--- config.mk ---
export PLATFORM = sky130hd
export DESIGN_NAME = hazard_ctrl_flat
export DESIGN_NICKNAME = d
export VERILOG_FILES = /design/src/rtl/hazard_ctrl_if.sv /design/src/rtl/hazard_ctrl.sv /design/src/flat_wrapper.sv
export SDC_FILE = /design/constraint.sdc
export NUM_CORES = 1
export LEC_CHECK = 0
export ABC_AREA = 1
export BUFFER_PORTS_ARGS = -buffer_cell sky130_fd_sc_hd__buf_2
export CAP_MARGIN = 20
export CORE_MARGIN = 2
export CORE_UTILIZATION = 50
export DETAILED_ROUTE_END_ITERATION = 8
export GPL_TIMING_DRIVEN = 0
export PLACE_DENSITY = 0.93
export RECOVER_POWER = 50
export SLEW_MARGIN = 20
export SYNTH_ARGS = -nofsm -noshare
export SYNTH_HDL_FRONTEND = slang
export SYNTH_SLANG_ARGS = --single-unit
--- constraint.sdc ---
create_clock -name clk_i -period 2 [get_ports clk_i]
set_input_delay 0.3 -clock clk_i [delete_from_list [all_inputs] [get_ports clk_i]]
set_output_delay 0.3 -clock clk_i [all_outputs]
set_load 0.005 [all_outputs]
--- src/rtl/hazard_ctrl_if.sv ---
// Hazard controller bundle: ID/EX/MEM hazard inputs and pipe-register strobes.
// master = pipeline side, slave = hazard_ctrl.
interface hazard_ctrl_if #(
    parameter int REG_W = 5
);
    logic [REG_W-1:0] id_rs_i;
    logic [REG_W-1:0] id_rt_i;
    logic             id_uses_rt_i;
    logic             ex_memread_i;
    logic [REG_W-1:0] ex_rt_i;
    logic             branch_taken_i;
    logic             mem_busy_i;
    logic             pc_write_o;
    logic             if_id_stall_o;
    logic             if_id_flush_o;
    logic             id_ex_stall_o;
    logic             id_ex_flush_o;
    logic             ex_mem_stall_o;
    logic             mem_wb_flush_o;
    logic             err_o;
    logic [1:0]       state_o;

    modport master (
        output id_rs_i, id_rt_i, id_uses_rt_i, ex_memread_i,
        output ex_rt_i, branch_taken_i, mem_busy_i,
        input  pc_write_o, if_id_stall_o, if_id_flush_o,
        input  id_ex_stall_o, id_ex_flush_o, ex_mem_stall_o,
        input  mem_wb_flush_o, err_o, state_o
    );

    modport slave (
        input  id_rs_i, id_rt_i, id_uses_rt_i, ex_memread_i,
        input  ex_rt_i, branch_taken_i, mem_busy_i,
        output pc_write_o, if_id_stall_o, if_id_flush_o,
        output id_ex_stall_o, id_ex_flush_o, ex_mem_stall_o,
        output mem_wb_flush_o, err_o, state_o
    );
endinterface

--- src/rtl/hazard_ctrl.sv ---
// Pipeline hazard controller: load-use bubbles, branch flushes, memory waits.
// Optional HAZARD_STATS_EN adds stall_cycles_o / flush_count_o counters.
module hazard_ctrl #(
    parameter int REG_W    = 5,
    parameter int MAX_WAIT = 15
) (
    input  logic        clk_i,
    input  logic        rst_i,
    hazard_ctrl_if.slave hz
`ifdef HAZARD_STATS_EN
    ,
    output logic [31:0] stall_cycles_o,
    output logic [15:0] flush_count_o
`endif
);

    typedef enum logic [1:0] {
        RUN       = 2'd0,
        LU_BUBBLE = 2'd1,
        MEM_WAIT  = 2'd2,
        ERROR     = 2'd3
    } state_t;

    state_t           state_q, state_d;
    logic [7:0]       wait_cnt_q, wait_cnt_d;
    logic             err_q, err_d;

    logic [REG_W-1:0] id_rs, id_rt, ex_rt;
    logic             lu;
    logic             at_limit;

    logic             pc_write, if_id_stall, if_id_flush;
    logic             id_ex_stall, id_ex_flush, ex_mem_stall, mem_wb_flush;

    assign id_rs = hz.id_rs_i;
    assign id_rt = hz.id_rt_i;
    assign ex_rt = hz.ex_rt_i;

    assign lu = hz.ex_memread_i && (ex_rt != '0) &&
                ((ex_rt == id_rs) || (hz.id_uses_rt_i && (ex_rt == id_rt)));

    assign at_limit = (wait_cnt_q >= 8'(MAX_WAIT));

    // State, wait counter and sticky error register
    always_ff @(posedge clk_i) begin
        if (rst_i) begin
            state_q    <= RUN;
            wait_cnt_q <= '0;
            err_q      <= 1'b0;
        end else begin
            state_q    <= state_d;
            wait_cnt_q <= wait_cnt_d;
            err_q      <= err_d;
        end
    end

    // Next state: busy beats load-use beats branch; bubble masks load-use
    always_comb begin
        state_d    = state_q;
        wait_cnt_d = wait_cnt_q;
        err_d      = err_q;
        case (state_q)
            ERROR: begin
                state_d = ERROR;
            end
            MEM_WAIT: begin
                if (hz.mem_busy_i) begin
                    if (at_limit) begin
                        state_d = ERROR;
                        err_d   = 1'b1;
                    end else begin
                        wait_cnt_d = wait_cnt_q + 8'd1;
                    end
                end else begin
                    wait_cnt_d = '0;
                    state_d    = lu ? LU_BUBBLE : RUN;
                end
            end
            LU_BUBBLE: begin
                if (hz.mem_busy_i) begin
                    state_d    = MEM_WAIT;
                    wait_cnt_d = 8'd1;
                end else begin
                    state_d = RUN;
                end
            end
            default: begin
                if (hz.mem_busy_i) begin
                    state_d    = MEM_WAIT;
                    wait_cnt_d = 8'd1;
                end else if (lu) begin
                    state_d = LU_BUBBLE;
                end else begin
                    state_d = RUN;
                end
            end
        endcase
    end

    // Strobe decode: zero-latency from current state and inputs
    always_comb begin
        pc_write     = 1'b1;
        if_id_stall  = 1'b0;
        if_id_flush  = 1'b0;
        id_ex_stall  = 1'b0;
        id_ex_flush  = 1'b0;
        ex_mem_stall = 1'b0;
        mem_wb_flush = 1'b0;
        if (rst_i) begin
            pc_write     = 1'b0;
            if_id_flush  = 1'b1;
            id_ex_flush  = 1'b1;
            mem_wb_flush = 1'b1;
        end else if (state_q == ERROR) begin
            pc_write     = 1'b0;
            if_id_stall  = 1'b1;
            id_ex_stall  = 1'b1;
            ex_mem_stall = 1'b1;
        end else if (hz.mem_busy_i) begin
            pc_write     = 1'b0;
            if_id_stall  = 1'b1;
            id_ex_stall  = 1'b1;
            ex_mem_stall = 1'b1;
            mem_wb_flush = 1'b1;
        end else if (lu && (state_q != LU_BUBBLE)) begin
            pc_write     = 1'b0;
            if_id_stall  = 1'b1;
            id_ex_flush  = 1'b1;
        end else if (hz.branch_taken_i) begin
            if_id_flush  = 1'b1;
        end
    end

    assign hz.pc_write_o     = pc_write;
    assign hz.if_id_stall_o  = if_id_stall;
    assign hz.if_id_flush_o  = if_id_flush;
    assign hz.id_ex_stall_o  = id_ex_stall;
    assign hz.id_ex_flush_o  = id_ex_flush;
    assign hz.ex_mem_stall_o = ex_mem_stall;
    assign hz.mem_wb_flush_o = mem_wb_flush;
    assign hz.err_o          = err_q;
    assign hz.state_o        = state_q;

`ifdef HAZARD_STATS_EN
    logic [31:0] stall_cnt_q, stall_cnt_d;
    logic [15:0] flush_cnt_q, flush_cnt_d;

    // Saturating stall / IF_ID flush counters, excluded during reset
    always_comb begin
        stall_cnt_d = stall_cnt_q;
        flush_cnt_d = flush_cnt_q;
        if (!pc_write && (stall_cnt_q != '1)) begin
            stall_cnt_d = stall_cnt_q + 32'd1;
        end
        if (if_id_flush && (flush_cnt_q != '1)) begin
            flush_cnt_d = flush_cnt_q + 16'd1;
        end
    end

    // Counter registers, cleared by reset
    always_ff @(posedge clk_i) begin
        if (rst_i) begin
            stall_cnt_q <= '0;
            flush_cnt_q <= '0;
        end else begin
            stall_cnt_q <= stall_cnt_d;
            flush_cnt_q <= flush_cnt_d;
        end
    end

    assign stall_cycles_o = stall_cnt_q;
    assign flush_count_o  = flush_cnt_q;
`endif

endmodule

--- src/flat_wrapper.sv ---
// flat-port wrapper written by rule: the top's interface ports become plain ports
module hazard_ctrl_flat 
#(
    parameter int REG_W    = 5,
    parameter int MAX_WAIT = 15
)
  (clk_i, rst_i, hz_id_rs_i, hz_id_rt_i, hz_id_uses_rt_i, hz_ex_memread_i, hz_ex_rt_i, hz_branch_taken_i, hz_mem_busy_i, hz_pc_write_o, hz_if_id_stall_o, hz_if_id_flush_o, hz_id_ex_stall_o, hz_id_ex_flush_o, hz_ex_mem_stall_o, hz_mem_wb_flush_o, hz_err_o, hz_state_o);
  hazard_ctrl_if #(.REG_W(REG_W)) hz_i ();
  input  logic clk_i;
  input  logic rst_i;
  input wire logic [$bits(hz_i.id_rs_i)-1:0] hz_id_rs_i;
  input wire logic [$bits(hz_i.id_rt_i)-1:0] hz_id_rt_i;
  input wire logic [$bits(hz_i.id_uses_rt_i)-1:0] hz_id_uses_rt_i;
  input wire logic [$bits(hz_i.ex_memread_i)-1:0] hz_ex_memread_i;
  input wire logic [$bits(hz_i.ex_rt_i)-1:0] hz_ex_rt_i;
  input wire logic [$bits(hz_i.branch_taken_i)-1:0] hz_branch_taken_i;
  input wire logic [$bits(hz_i.mem_busy_i)-1:0] hz_mem_busy_i;
  output wire logic [$bits(hz_i.pc_write_o)-1:0] hz_pc_write_o;
  output wire logic [$bits(hz_i.if_id_stall_o)-1:0] hz_if_id_stall_o;
  output wire logic [$bits(hz_i.if_id_flush_o)-1:0] hz_if_id_flush_o;
  output wire logic [$bits(hz_i.id_ex_stall_o)-1:0] hz_id_ex_stall_o;
  output wire logic [$bits(hz_i.id_ex_flush_o)-1:0] hz_id_ex_flush_o;
  output wire logic [$bits(hz_i.ex_mem_stall_o)-1:0] hz_ex_mem_stall_o;
  output wire logic [$bits(hz_i.mem_wb_flush_o)-1:0] hz_mem_wb_flush_o;
  output wire logic [$bits(hz_i.err_o)-1:0] hz_err_o;
  output wire logic [$bits(hz_i.state_o)-1:0] hz_state_o;
  assign hz_i.id_rs_i = hz_id_rs_i;
  assign hz_i.id_rt_i = hz_id_rt_i;
  assign hz_i.id_uses_rt_i = hz_id_uses_rt_i;
  assign hz_i.ex_memread_i = hz_ex_memread_i;
  assign hz_i.ex_rt_i = hz_ex_rt_i;
  assign hz_i.branch_taken_i = hz_branch_taken_i;
  assign hz_i.mem_busy_i = hz_mem_busy_i;
  assign hz_pc_write_o = hz_i.pc_write_o;
  assign hz_if_id_stall_o = hz_i.if_id_stall_o;
  assign hz_if_id_flush_o = hz_i.if_id_flush_o;
  assign hz_id_ex_stall_o = hz_i.id_ex_stall_o;
  assign hz_id_ex_flush_o = hz_i.id_ex_flush_o;
  assign hz_ex_mem_stall_o = hz_i.ex_mem_stall_o;
  assign hz_mem_wb_flush_o = hz_i.mem_wb_flush_o;
  assign hz_err_o = hz_i.err_o;
  assign hz_state_o = hz_i.state_o;
  hazard_ctrl #(.REG_W(REG_W), .MAX_WAIT(MAX_WAIT)) u_core (.clk_i(clk_i), .rst_i(rst_i), .hz(hz_i));
endmodule
== Word level (Yosys, flattened, before mapping) ==
Cells that the tools add are included.

* Output and inout bits: 10
* Input bits: 21
* Bits in registers: 11

* Muxes and demuxes: 31
* Bitwise logic cells: 1
* Equal/unequal tests: 8
* Reductions and logical operators: 9
* Order comparisons: 1
* Add/sub/neg operators: 1

{| class="wikitable"
|+ Operator list
! cell !! count
|-
| 8-bit 2-to-1 mux || 3
|-
| 1-bit 2-to-1 mux || 22
|-
| 8-bit one-hot mux with 2 select lines || 1
|-
| 5-bit == test || 2
|-
| 8-bit by 1-bit adder with 8-bit output (second input constant) || 1
|-
| 8-bit by 4-bit >= comparator with 1-bit output (second input constant) || 1
|-
| 2-bit 2-to-1 mux || 4
|-
| 2-bit one-hot mux with 3 select lines || 1
|-
| 3-bit AND reduction || 2
|-
| 5-bit nonzero test || 1
|-
| 2-bit == test (second input constant) || 2
|-
| 1-bit logical AND || 4
|-
| 3-bit by 2-bit != test with 1-bit output (second input constant) || 1
|-
| 3-bit != test (second input constant) || 1
|-
| 2-bit by 1-bit == test with 1-bit output (second input constant) || 1
|-
| 2-bit by 1-bit != test with 1-bit output (second input constant) || 1
|-
| 2-bit nonzero test || 1
|-
| 1-bit logical OR || 1
|-
| 1-bit inverter || 1
|}

== Longest topological paths before layout ==
Gate-level depths: netlist of the first run.

* Depth after elaboration: 9
* Mapped depth: 10
* Gate-level depth less buffers: 10

== Worst setup path before layout of the first run ==
OpenSTA, ideal clock, no wires.

* Kind: reg2reg
* Start point: reg u_core.wait_cnt_q[0]
* End point: reg u_core.wait_cnt_q[2]
* Data arrival time: 1.152 ns
* Clock period less this slack: 1.265 ns
* Library setup time: 0.113 ns
* Cell stages (with the launch flop): 10
* Path slack: 0.735 ns
* Required time: 1.887 ns
* Cell sequence: dfxtp_1 > ha_1 > nand3_1 > nand2_1 > nor2_2 > nor2_4 > nor2_4 > nand2_2 > o21ai_1 > nor2_1

* Longest elaborated chain between the ends: 4
* Elaborated cells on any way between the ends: 7
* Classes of those cells: add/sub: 1; order compare: 1; eq/ne: 1; mux: 3; reduce/logical: 1

{| class="wikitable"
|+ Ends and longest elaborated chain
! element !! RTL line !! text
|-
| from (decl) || hazard_ctrl.sv:25 || <nowiki>logic [7:0] wait_cnt_q, wait_cnt_d;</nowiki>
|-
| from (signal assigned) || hazard_ctrl.sv:52 || <nowiki>wait_cnt_q <= wait_cnt_d;</nowiki>
|-
| 8-bit by 1-bit adder with 8-bit output || hazard_ctrl.sv:72 || <nowiki>wait_cnt_d = wait_cnt_q + 8'd1;</nowiki>
|-
| 8-bit 2-to-1 mux || hazard_ctrl.sv:68 || <nowiki>if (at_limit) begin</nowiki>
|-
| 8-bit 2-to-1 mux || hazard_ctrl.sv:67 || <nowiki>if (hz.mem_busy_i) begin</nowiki>
|-
| 8-bit one-hot mux with 2 select lines || hazard_ctrl.sv:62 || <nowiki>case (state_q)</nowiki>
|}

Several ways; a longest one is shown, not always the timed one. The select of a mux whose other input is x is not followed.
A chain may end at the register's enable or synchronous reset.

== Final worst setup path of the first run ==
Ends and elaborated chain as after synthesis.

==> impl_metrics.ini, run 1 <==
[status]
status = finished clean

[critical_path]
crit_family = simple AND/OR/NAND/NOR gates
path_cells = ha_1 -> nand3_1 -> nand2_1 -> nor2_1 -> nor2_4 -> nor2_1 -> nand2_2 -> o21ai_1 -> nor2_1
slowest_delay_ns = 0.33
endpoint_kind = register
crit_type = register to register
arrival_ns = 1.77
path_max_fanout = 5
start_kind = register
crit_path_frequent_cell = nor2_1
critPathRequiredTime_ns = 2.17
cp.buffers_inverters = 0
crit_slowest_cell = dfxtp_1

[placed_design]
post_dp_cell_area_um2 = 931
gp_congestion = 0.844
place_ws_ns = 0.495
portBuffers = 30
dpl.cell_count = 179
hpwl_um = 1390

[logic_synthesis]
synthesis.area_um2 = 761
ys.flop_type = dfxtp_1
synthCells = 133
yosysMostFrequentCell = nand2_1
synthTopCellsByCount = nand2_1, inv_1, nor2_1
synth_edf_count = 0
syn_area_per_cell_um2 = 5.72
yosys_warnings = 0
ys_seq_area_share_pct = 28.9
ys_types = 20
synthTopCellsByArea = dfxtp_1, nand2_1, inv_1
ys_ff_latch = 11
syn_nets = 155
synth_top_area_share_pct = 28.9
yosysTopAreaCell = dfxtp_1
synthArstFlopShare_pct = 0

[power_and_ir_drop]
finalPower_mw = 0.500
p_leak_nw = 0.558
ir_drop_mv = 0.392
powerDensity_mw_per_mm2 = 529

[timing]
clock_skew_ns = 0.00437
slew_violations = 0
grt_setup_unrepaired = false
fin_ws_ns = 0.396
finalHoldViolations = 0
tightest_slew_ns = 0.389
fin_tns_setup_ns = 0
holdWs_ns = 0.329
slew-limit-headroom_pct = 74.1
fmax_mhz = 623
setup_viol = 0
period_share_pct = 80.2
period_needed_ns = 1.60

[worst_hold_path]
hp-class = input port to register

[layout]
register_area_um2 = 220
final_layout_size_suffix_gt1_share_pct = 23.4
multiInputGateArea_um2 = 407
fin_cells = 183
area_growth_syn_to_layout_pct = 24.2
fin_util_pct = 64.2
antenna_cells = 0
fin_area_um2 = 945
filler_cell_count = 148
num-nets-final = 190

[drt]
drcViolationCount = 0
drtAntennaViolNets = 0
wl_per_cell_um = 9.10
drt_iter0_drc = 24
via_per_inst = 4.67
routed_wl_um = 1670
first_pass_iters = 4
dr_total_vias = 855

[clocking]
ctsHtreeMaxLevel = 1
cts_tree = built
clk_pin_slew_ns = 0.07
cts_setup_buffers = 0
root_buffer = clkbuf_4
clk_latency_ns = 0.27
ctsHoldBuffers = 0
cts_buffers = 3
cts-resized-gates = 0
cts_sinks = 11
clock_tree.buffer_depth = 2

[job]
drv_cap = 0

[global_route]
grt_pass1_vias = 822
globalRouteTotalUtil_pct = 20.8
grt_pass1_wl_um = 2920
grt_max_degree = 11
antenna_found_initial = 0
grt-ovfl-total = 0

[floorplanning]
die_x_um = 43.0
die_y_um = 43.0
die-area_mm2 = 0.00185
fp-row-count = 14
io_pins = 31
core_mm2 = 0.00147
floorplan.initialDensity_pct = 51.7
sequential cells by signal, indices dropped and copies added (netlist names):
name	flops
u_core.hz.err_o	1
u_core.hz.state_o	2
u_core.wait_cnt_q	8
logic make-up after synthesis:
logic type | synth area share (%)
compound gates | 10.0
flops | 28.9
buf+inv | 16.3
xor+xnor | 1.15
fa+ha+maj | 1.64
simple gates | 41.9
power by group:
group / leakage [nW] / internal (mW) / switching [mW]
registers: 0.0895 / 0.225 / 0.00531
logic: 0.453 / 0.0496 / 0.0670
clock network: 0.0150 / 0.0774 / 0.0753
total: 0.558 / 0.352 / 0.148
path summary, 6_finish.rpt:
path	endpoint	start	cells after the start	slack, ns
worst min-delay path	u_core.wait_cnt_q[2]$_SDFFE_PP0P_	rst_i	4	0.33
worst max register to register	u_core.wait_cnt_q[2]$_SDFFE_PP0P_	u_core.wait_cnt_q[0]$_SDFFE_PP0P_	9	0.40
worst max-delay path	u_core.wait_cnt_q[2]$_SDFFE_PP0P_	u_core.wait_cnt_q[0]$_SDFFE_PP0P_	9	0.40
worst min register to register	u_core.wait_cnt_q[6]$_SDFFE_PP0P_	u_core.wait_cnt_q[6]$_SDFFE_PP0P_	2	0.44
layout by cell type (no fill, tap or decap):
cell type	count
nand2_1	39
o21ai_2	1
o21bai_1	1
nand3_1	4
a21oi_1	4
nand2_2	2
inv_2	2
clkbuf_1	4
nand4_1	1
buf_4	1
nor2_4	2
buf_2	28
inv_1	28
o21ai_0	5
nor3_1	3
ha_1	1
o21ai_1	3
dfxtp_1	11
clkbuf_4	3
nor2_1	23
xnor2_1	1
area by class of cell:
cell class                      count  area share [%]
Sequential cell                    11            23.3
Inverter                           30            11.9
Tap cell                           16            2.12
Buffer                              2            1.19
Multi-Input combinational cell     90            43.0
Timing Repair Buffer               30            15.6
Clock buffer                        4            2.78
tightest hold or removal path, stage by stage:
cell,delay [ns]
buf_2,0.09
a21oi_1,0.06
o21ai_1,0.07
nor2_1,0.04
routing by layer:
metal / up-vias / share of wire [%] / routed length [µm] / track usage [%]
met4: 0 / 1.9 / 31 / 10.9
met3: 6 / 6.8 / 113 / 4.68
li1: 460 / - / - / -
met2: 27 / 49 / 824 / 38.8
met1: 362 / 42 / 696 / 21.1
met5: - / 0 / 0 / 0
Note: power is estimated with default switching activity, not from simulation.
==> inputs of run 2 (changes only) <==
--- a/config.mk
+++ b/config.mk
@@ -9,10 +9,10 @@
 export BUFFER_PORTS_ARGS = -buffer_cell sky130_fd_sc_hd__buf_2
 export CAP_MARGIN = 20
 export CORE_MARGIN = 2
-export CORE_UTILIZATION = 50
+export CORE_UTILIZATION = 42
 export DETAILED_ROUTE_END_ITERATION = 8
 export GPL_TIMING_DRIVEN = 0
-export PLACE_DENSITY = 0.93
+export PLACE_DENSITY = 0.85
 export RECOVER_POWER = 50
 export SLEW_MARGIN = 20
 export SYNTH_ARGS = -nofsm -noshare
==> constraint.sdc (replaced) <==
create_clock -name clk_i -period 1.4 [get_ports clk_i]
set_input_delay 0.21 -clock clk_i [delete_from_list [all_inputs] [get_ports clk_i]]
set_output_delay 0.21 -clock clk_i [all_outputs]
set_load 0.005 [all_outputs]
==> impl_metrics.ini, run 2 (same netlist as run 1, synthesis figures left out) <==
[critical_path]
endpoint_kind = register
critPathRequiredTime_ns = 1.57
crit_type = register to register
path_max_fanout = 5
start_kind = register
arrival_ns = 1.54

[drt]
first_pass_iters = 3
drcViolationCount = 0
drtAntennaViolNets = 0
routed_wl_um = 1860
drt_iter0_drc = 12
via_per_inst = 4.46
wl_per_cell_um = 9.42
dr_total_vias = 878

[clocking]
root_buffer = clkbuf_4
cts_sinks = 11
ctsHtreeMaxLevel = 1
clk_latency_ns = 0.26
ctsHoldBuffers = 0
cts_buffers = 3
cts_tree = built
clk_pin_slew_ns = 0.07
clock_tree.buffer_depth = 2

[layout]
final_layout_size_suffix_gt1_share_pct = 42.4
top_register = u_core.wait_cnt_q
largest_reg_flops = 8
final_cell_mix = nand2_1, buf_2, inv_1, nor2_1
area_growth_syn_to_layout_pct = 43.6
final_common_cell = nand2_1
fin_util_pct = 64.0
antenna_cells = 0
fin_area_mm2 = 0.00109
num-nets-final = 195

[timing]
grt_setup_unrepaired = true
fin_tns_setup_ns = 0
slew_violations = 0
period_share_pct = 98.3
slew-limit-headroom_pct = 84.9
tightest_slew_ns = 0.224
clock_skew_ns = 0.00121
finalHoldViolations = 0
setup_viol = 0
holdWs_ns = 0.214
fmax_mhz = 726
period_needed_ns = 1.38

[floorplanning]
die_y_um = 46.6
io_pins = 31
die_x_um = 46.6
core_mm2 = 0.00171
fp-row-count = 15
die-area_mm2 = 0.00217
floorplan.initialDensity_pct = 44.5

[power_and_ir_drop]
finalPower_mw = 0.758
p_leak_nw = 0.602
ir_drop_mv = 0.493
powerDensity_mw_per_mm2 = 694

[global_route]
grt_pass1_wl_um = 2840
globalRouteTotalUtil_pct = 18.0
antenna_found_initial = 0
grt-ovfl-total = 0
grt_pass1_vias = 755
grt_max_degree = 11

[job]
drv_cap = 0

[placed_design]
portBuffers = 30
gp_congestion = 0.808
post_dp_cell_area_um2 = 942
hpwl_um = 1350

[status]
status = finished clean

[worst_hold_path]
hp-class = input port to register
==> run 2: cell types whose count changed in the layout (fill, tap and decap cells not counted), moves of 3 or more <==
cell and delta:
buf_4 +6, clkbuf_1 -3, dfxtp_1 -4, dfxtp_2 +3, inv_1 -6, inv_2 +6
nand2_1 -6, nand2_2 +6, nor2_1 -5, nor2_4 +3
==> run 2: critical path, cell delays in order, from the launching register on <==
cell and delay [ns]:
dfxtp_2 0.34, ha_4 0.17, nand3_2 0.08, nand2_2 0.08, nor2_4 0.14, nor2_4 0.05, nor2_4 0.16, nand2_2 0.09
o21ai_2 0.13, nor2_1 0.04
==> run 2: worst paths after layout <==
path	from	end	slack [ns]	cells past startpoint
max	u_core.wait_cnt_q[0]$_SDFFE_PP0P_	u_core.wait_cnt_q[2]$_SDFFE_PP0P_	0.02	9
max reg2reg	u_core.wait_cnt_q[0]$_SDFFE_PP0P_	u_core.wait_cnt_q[2]$_SDFFE_PP0P_	0.02	9
min	rst_i	u_core.wait_cnt_q[2]$_SDFFE_PP0P_	0.21	4
min reg2reg	u_core.wait_cnt_q[6]$_SDFFE_PP0P_	u_core.wait_cnt_q[6]$_SDFFE_PP0P_	0.45	2
==> run 2: area by class of cell <==
| class | count | area (µm²) |
|---|---|---|
| flip-flops and latches | 11 | 228 |
| clock buffers | 4 | 26.3 |
| plain buffers | 1 | 5.00 |
| inverters | 30 | 113 |
| repair buffers | 36 | 210 |
| multi-input cells | 90 | 479 |
| fillers | 154 | 616 |
| well taps | 25 | 31.3 |
==> run 2: timing repair <==
action	in CTS	in global routing
endpoints found under the setup margin	4	10
gates resized for setup	5	29
setup buffers	3	3
endpoints found under the hold margin	0	0
pin swaps	1	15
gates cloned	0	0
==> run 2: metrics by stage <==
| step | std cells | setup slack (ns) |
|---|---|---|
| 2_1_floorplan | 133 | 0.135 |
| 3_5_place_dp | 188 | 0.0200 |
| 4_1_cts | 194 | 0.00139 |
| 3_3_place_gp | 188 | 0.0513 |
| 6_report | 197 | 0.0234 |
| 5_1_grt | 197 | -0.0736 |
==> run 2: report_power, final <==
| group | total, mW | switching [mW] | internal, mW |
|---|---|---|---|
| clock network | 0.218 | 0.108 | 0.110 |
| registers | 0.332 | 0.00938 | 0.323 |
| logic | 0.208 | 0.112 | 0.0962 |
| total | 0.758 | 0.229 | 0.529 |
==> run 2: routing by layer <==
metal / global-route usage, % / vias to the layer above / part of all wire [%]
li1: - / 474 / -
met1: 21.1 / 379 / 42
met2: 31.7 / 21 / 52
met3: 1.57 / 4 / 5.0
met4: 9.71 / 0 / 1.3
met5: 0 / - / 0
